`src/rtl/scanline_ctrl.sv`:
```
// Scanline phase controller: tracks frame timing from core syncs, locks on stable
// line counts and drives the per-line dim level for the scanline datapath.
module scanline_ctrl #(
  parameter int LINE_W    = 10,
  parameter int MIN_LINES = 16
) (
  input  logic              iPCLK,
  input  logic              iRST,
  input  logic [1:0]        iSCANLINES,
  input  logic              iV2,
  input  logic              iFIELD_ALT,
  input  logic              iHS,
  input  logic              iVS,
  input  logic              iDE,
  input  logic              iCE,
  output logic [1:0]        oLEVEL,
  output logic              oLOCKED,
  output logic [LINE_W-1:0] oLINES,
  output logic [LINE_W-1:0] oACTIVE,
  output logic              oFIELD
);

  localparam logic [1:0] SEARCH  = 2'd0;
  localparam logic [1:0] MEASURE = 2'd1;
  localparam logic [1:0] LOCKED  = 2'd2;

  localparam logic [LINE_W-1:0] CNT_MAX = {LINE_W{1'b1}};
  localparam logic [LINE_W-1:0] CNT_ONE = {{(LINE_W-1){1'b0}}, 1'b1};
  localparam logic [LINE_W-1:0] CNT_MIN = LINE_W'(MIN_LINES);

  typedef struct packed {
    logic [1:0] level;
    logic       v2;
    logic       field_alt;
  } cfg_t;

  logic              hs_q, vs_q;
  logic              hs_edge, vs_edge;
  logic              de_ce, act_now;
  cfg_t              cfg_q, cfg_d;
  logic [1:0]        state, state_nxt;
  logic [1:0]        phase, phase_nxt;
  logic [LINE_W-1:0] line_cnt, act_cnt, ref_cnt, act_total;
  logic              line_ovf, act_flag, lines_ok;

  // Falling edges only; a simultaneous HS+VS edge is treated purely as frame start.
  assign hs_edge = hs_q & ~iHS;
  assign vs_edge = vs_q & ~iVS;
  assign de_ce   = iDE & iCE;
  assign act_now = act_flag | de_ce;

  assign act_total = (act_now && act_cnt != CNT_MAX) ? act_cnt + CNT_ONE : act_cnt;
  assign lines_ok  = !line_ovf && (line_cnt >= CNT_MIN);

  // The cfg seen at a frame-start edge is the freshly latched one.
  assign cfg_d = vs_edge ? cfg_t'{iSCANLINES, iV2, iFIELD_ALT} : cfg_q;

  always_comb begin
    state_nxt = state;
    if (vs_edge) begin
      case (state)
        SEARCH:  state_nxt = MEASURE;
        MEASURE: if (line_cnt == ref_cnt && lines_ok) state_nxt = LOCKED;
        LOCKED:  if (line_cnt != ref_cnt || !lines_ok) state_nxt = SEARCH;
        default: state_nxt = SEARCH;
      endcase
    end
  end

  always_comb begin
    phase_nxt = phase;
    if (vs_edge) begin
      phase_nxt = (cfg_d.field_alt && !cfg_d.v2 && !oFIELD) ? cfg_d.level : 2'd0;
    end else if (hs_edge) begin
      if (cfg_d.level == 2'd0)
        phase_nxt = 2'd0;
      else if (!cfg_d.v2)
        phase_nxt = phase ^ cfg_d.level;
      else
        phase_nxt = (phase == cfg_d.level) ? 2'd0 : phase + 2'd1;
    end
  end

  always_ff @(posedge iPCLK) begin
    if (iRST) begin
      hs_q     <= 1'b0;
      vs_q     <= 1'b0;
      cfg_q    <= '0;
      state    <= SEARCH;
      phase    <= 2'd0;
      line_cnt <= '0;
      line_ovf <= 1'b0;
      act_cnt  <= '0;
      act_flag <= 1'b0;
      ref_cnt  <= '0;
      oLEVEL   <= 2'd0;
      oLOCKED  <= 1'b0;
      oLINES   <= '0;
      oACTIVE  <= '0;
      oFIELD   <= 1'b0;
    end else begin
      hs_q    <= iHS;
      vs_q    <= iVS;
      cfg_q   <= cfg_d;
      state   <= state_nxt;
      phase   <= phase_nxt;
      oLOCKED <= (state_nxt == LOCKED);
      if (hs_edge || vs_edge)
        oLEVEL <= (state_nxt == LOCKED) ? phase_nxt : 2'd0;

      if (vs_edge) begin
        oLINES   <= line_cnt;
        oACTIVE  <= act_total;
        oFIELD   <= ~oFIELD;
        line_cnt <= '0;
        line_ovf <= 1'b0;
        act_cnt  <= '0;
        act_flag <= 1'b0;
        if (state == MEASURE)
          ref_cnt <= line_cnt;
      end else if (hs_edge) begin
        if (line_cnt == CNT_MAX)
          line_ovf <= 1'b1;
        else
          line_cnt <= line_cnt + CNT_ONE;
        if (act_flag && act_cnt != CNT_MAX)
          act_cnt <= act_cnt + CNT_ONE;
        act_flag <= de_ce;
      end else if (de_ce) begin
        act_flag <= 1'b1;
      end
    end
  end

endmodule

```
`config.mk`:
```
export PLATFORM = sky130hd
export DESIGN_NAME = scanline_ctrl
export DESIGN_NICKNAME = d
export VERILOG_FILES = /design/src/rtl/scanline_ctrl.sv
export SDC_FILE = /design/constraint.sdc
export NUM_CORES = 1
export LEC_CHECK = 0
export CAP_MARGIN = 20
export CORE_UTILIZATION = 52
export CTS_BUF_LIST = sky130_fd_sc_hd__clkbuf_8
export CTS_CLUSTER_DIAMETER = 80
export DETAILED_ROUTE_END_ITERATION = 6
export PLACE_DENSITY = 0.88
export SYNTH_ARGS = -nofsm -noshare
export SYNTH_HDL_FRONTEND = slang
export SYNTH_SLANG_ARGS = --single-unit
```
`constraint.sdc`:
```
create_clock -name iPCLK -period 1.8 [get_ports iPCLK]
set_input_delay 0.36 -clock iPCLK [delete_from_list [all_inputs] [get_ports iPCLK]]
set_output_delay 0.36 -clock iPCLK [all_outputs]
set_load 0.01 [all_outputs]
```
==> results.ini <==
[outcome]
status = complete, but fails checks
violations = setup timing

[clocking]
cts-buffers-inserted = 9
cts_buffer_depth = 2
htree_levels = 3
cts_sinks = 65
insertion_delay_ns = 0.35
cts_tree = done
cts.clk_slew.worst_paths_ns = 0.07
cts-root-buf = clkbuf_8

[layout]
layout_commonest_cell = buf_4
final_util_pct = 75.44
final_area_um2 = 4230
seq_area_um2 = 1306
antenna_cells = 0
fillers = 338
nets = 475
layout_common_cells = buf_4, nand2_1, dfxtp_1
synthToLayoutAreaGrowth_pct = 37.22
multi_input_area_um2 = 1777
layout-drive-gt1-share_pct = 22.75

[routing]
num_vias = 3262
drt_pre_antenna_iters = 5
ant_nets = 0
wl_per_cell_um = 17.35
wl_um = 9335
drc = 0
drt-vias-per-instance = 6.063
drtIter0Drc = 284

[yosys]
yosysTopAreaCell = dfxtp_1
ys_types = 48
syn_nets = 392
synthCells = 379
synth_top_area_share_pct = 42.21
syn_avg_cell_area_um2 = 8.134
async_flop_share_pct = 0
yosysWarnings = 0
synth-seq-cells = 65
synth-main-ff-cell = dfxtp_1
synth_area_um2 = 3083
ys_seq_area_share_pct = 42.21
synth-edff-count = 0
synth_area_leaders = dfxtp_1, nand2_1, a21oi_1, xnor2_1, nor2_1

[timing]
rsz0062_at_grt = true
whs_ns = 0.3893
drv_slew = 0
hold_viol_final = 0
fmax_mhz = 544.9
setup_slack_ns = -0.03528
worst_pin_slew_ns = 0.6080
period_share_pct = 102.0
skew_ns = 0.008699
setup_viol = 1
fin_crit_ns = 1.835
slew_headroom_pct = 59.47

[global_routing]
grt_pass1_vias = 3182
grt_usage_pct = 30.48
grt_pass1_wl_um = 14690
grt_max_degree = 18
grt_antenna_before_repair = 0
gr-total-overflow = 0

[worst_setup_path]
path_max_fanout = 4
start_kind = flop
worstSetupEndpointType = flop
path_class = reg -> reg
rr_worst_depth = 5
cp.required_ns = 2.05
cp.arrival_ns = 2.08
rrSetupSlack_ns = -0.04

[placement]
post-place-ws_ns = -0.3044
place.gp.congestion = 0.9057
place_hpwl_um = 5818
place_area_um2 = 3856
port-buffer-count = 33

[power_and_ir_drop]
peakVddDrop_mv = 0.5957
p_leak_nw = 1.544
p_per_area_nw_per_um2 = 716.8

[min_path]
hold_path.class = in -> reg
hold_depth = 2

[floorplanning]
dieArea_um2 = 6241
ios = 34
start_util_pct = 54.98
core_area_um2 = 5608
rows = 27
dieWidth_um = 79
die_y_um = 79

[run]
cap_violations = 0

cell type report:
class | instances | share of cell area [%]
clock inverter | 5 | 1.715
inverter | 9 | 0.7986
clock buffer | 10 | 3.253
timing repair buffer | 97 | 19.23
sequential | 65 | 30.88
tap | 72 | 2.130
multi-input combinational | 280 | 42.00
worst max-delay path, cell delays in order (launching register included):
cell       delay [ns]
dfxtp_2          0.34
xor2_1           0.16
or4_4            0.58
nor4_4           0.31
a2111oi_4        0.13
a31o_1           0.20
cells by family after synthesis:
group | share of synthesized area [%]
fa+ha+maj | 1.218
buf+inv | 4.829
simple gates | 26.42
mux | 1.299
compound gates | 16.64
flops | 42.21
xor+xnor | 7.386
report_power, final:
part | total, mW | leakage, nW | switching (mW) | internal (mW)
Combinational | 0.214 | 0.902 | 0.115 | 0.0980
Sequential | 1.47 | 0.527 | 0.0177 | 1.45
Clock | 1.35 | 0.115 | 0.549 | 0.797
flip-flops by register name, indices dropped and copies added (netlist names), 2 cells and up:
signal and flops:
act_cnt 10, cfg_q 3, line_cnt 10, oACTIVE 10, oLEVEL 2, oLINES 10
phase 2, ref_cnt 10, state 2
cells in the mapped netlist, types with 2 or more instances:
library cell and n:
buf_2 5, clkbuf_1 15, o31ai_2 2, xnor2_1 18, inv_1 9, nand2_1 62, a211oi_1 2, o211ai_1 5
o21ai_0 15, nor4_1 5, a22oi_1 3, xor2_1 8, o311a_1 2, a311oi_1 2, a2111oi_0 2, mux2i_1 4
nor2_1 30, buf_1 3, or4_4 2, nand4_1 6, or3_1 5, ha_1 3, buf_6 2, nor3_1 11
a21oi_1 44, nor2b_1 9, nand3_1 17, nand2b_1 2, dfxtp_1 65, nor3b_1 3
final timing paths:
kind | start | end
worst max-delay path | line_cnt[4]$_SDFFE_PP0P_ | state[0]$_SDFF_PP0_
worst min-delay path | iVS | vs_q$_SDFF_PP0_
worst max register to register | line_cnt[4]$_SDFFE_PP0P_ | state[0]$_SDFF_PP0_
worst min register to register | oLINES[0]$_SDFFE_PP0P_ | oLINES[0]$_SDFFE_PP0P_
routing by layer:
metal	wire [um]	vias up	global-route usage [%]	part of all wire, %
met5	0	-	0	0
met4	357	0	20.18	3.8
met3	677	38	6.322	7.3
met2	4586	170	50.69	49
met1	3712	1563	35.19	40
li1	-	1491	-	-
stage by stage:
stage | total power [mW] | setup TNS (ns) | cells
4_1_cts | 3.014 | -0.005922 | 538
3_3_place_gp | 1.691 | -7.573 | 521
3_5_place_dp | 1.699 | -8.700 | 521
5_1_grt | 3.101 | -0.2889 | 538
2_1_floorplan | 1.591 | 0 | 379
6_report | 3.032 | -0.03528 | 538
what timing repair did:
| action | in CTS | in global routing |
|---|---|---|
| pin swaps | 1 | 13 |
| hold buffers | 0 | 0 |
| buffers inserted | 2 | 0 |
| setup endpoints to repair | 11 | 25 |
| resized for setup | 10 | 22 |
Note: power is estimated with default switching activity, not from simulation.
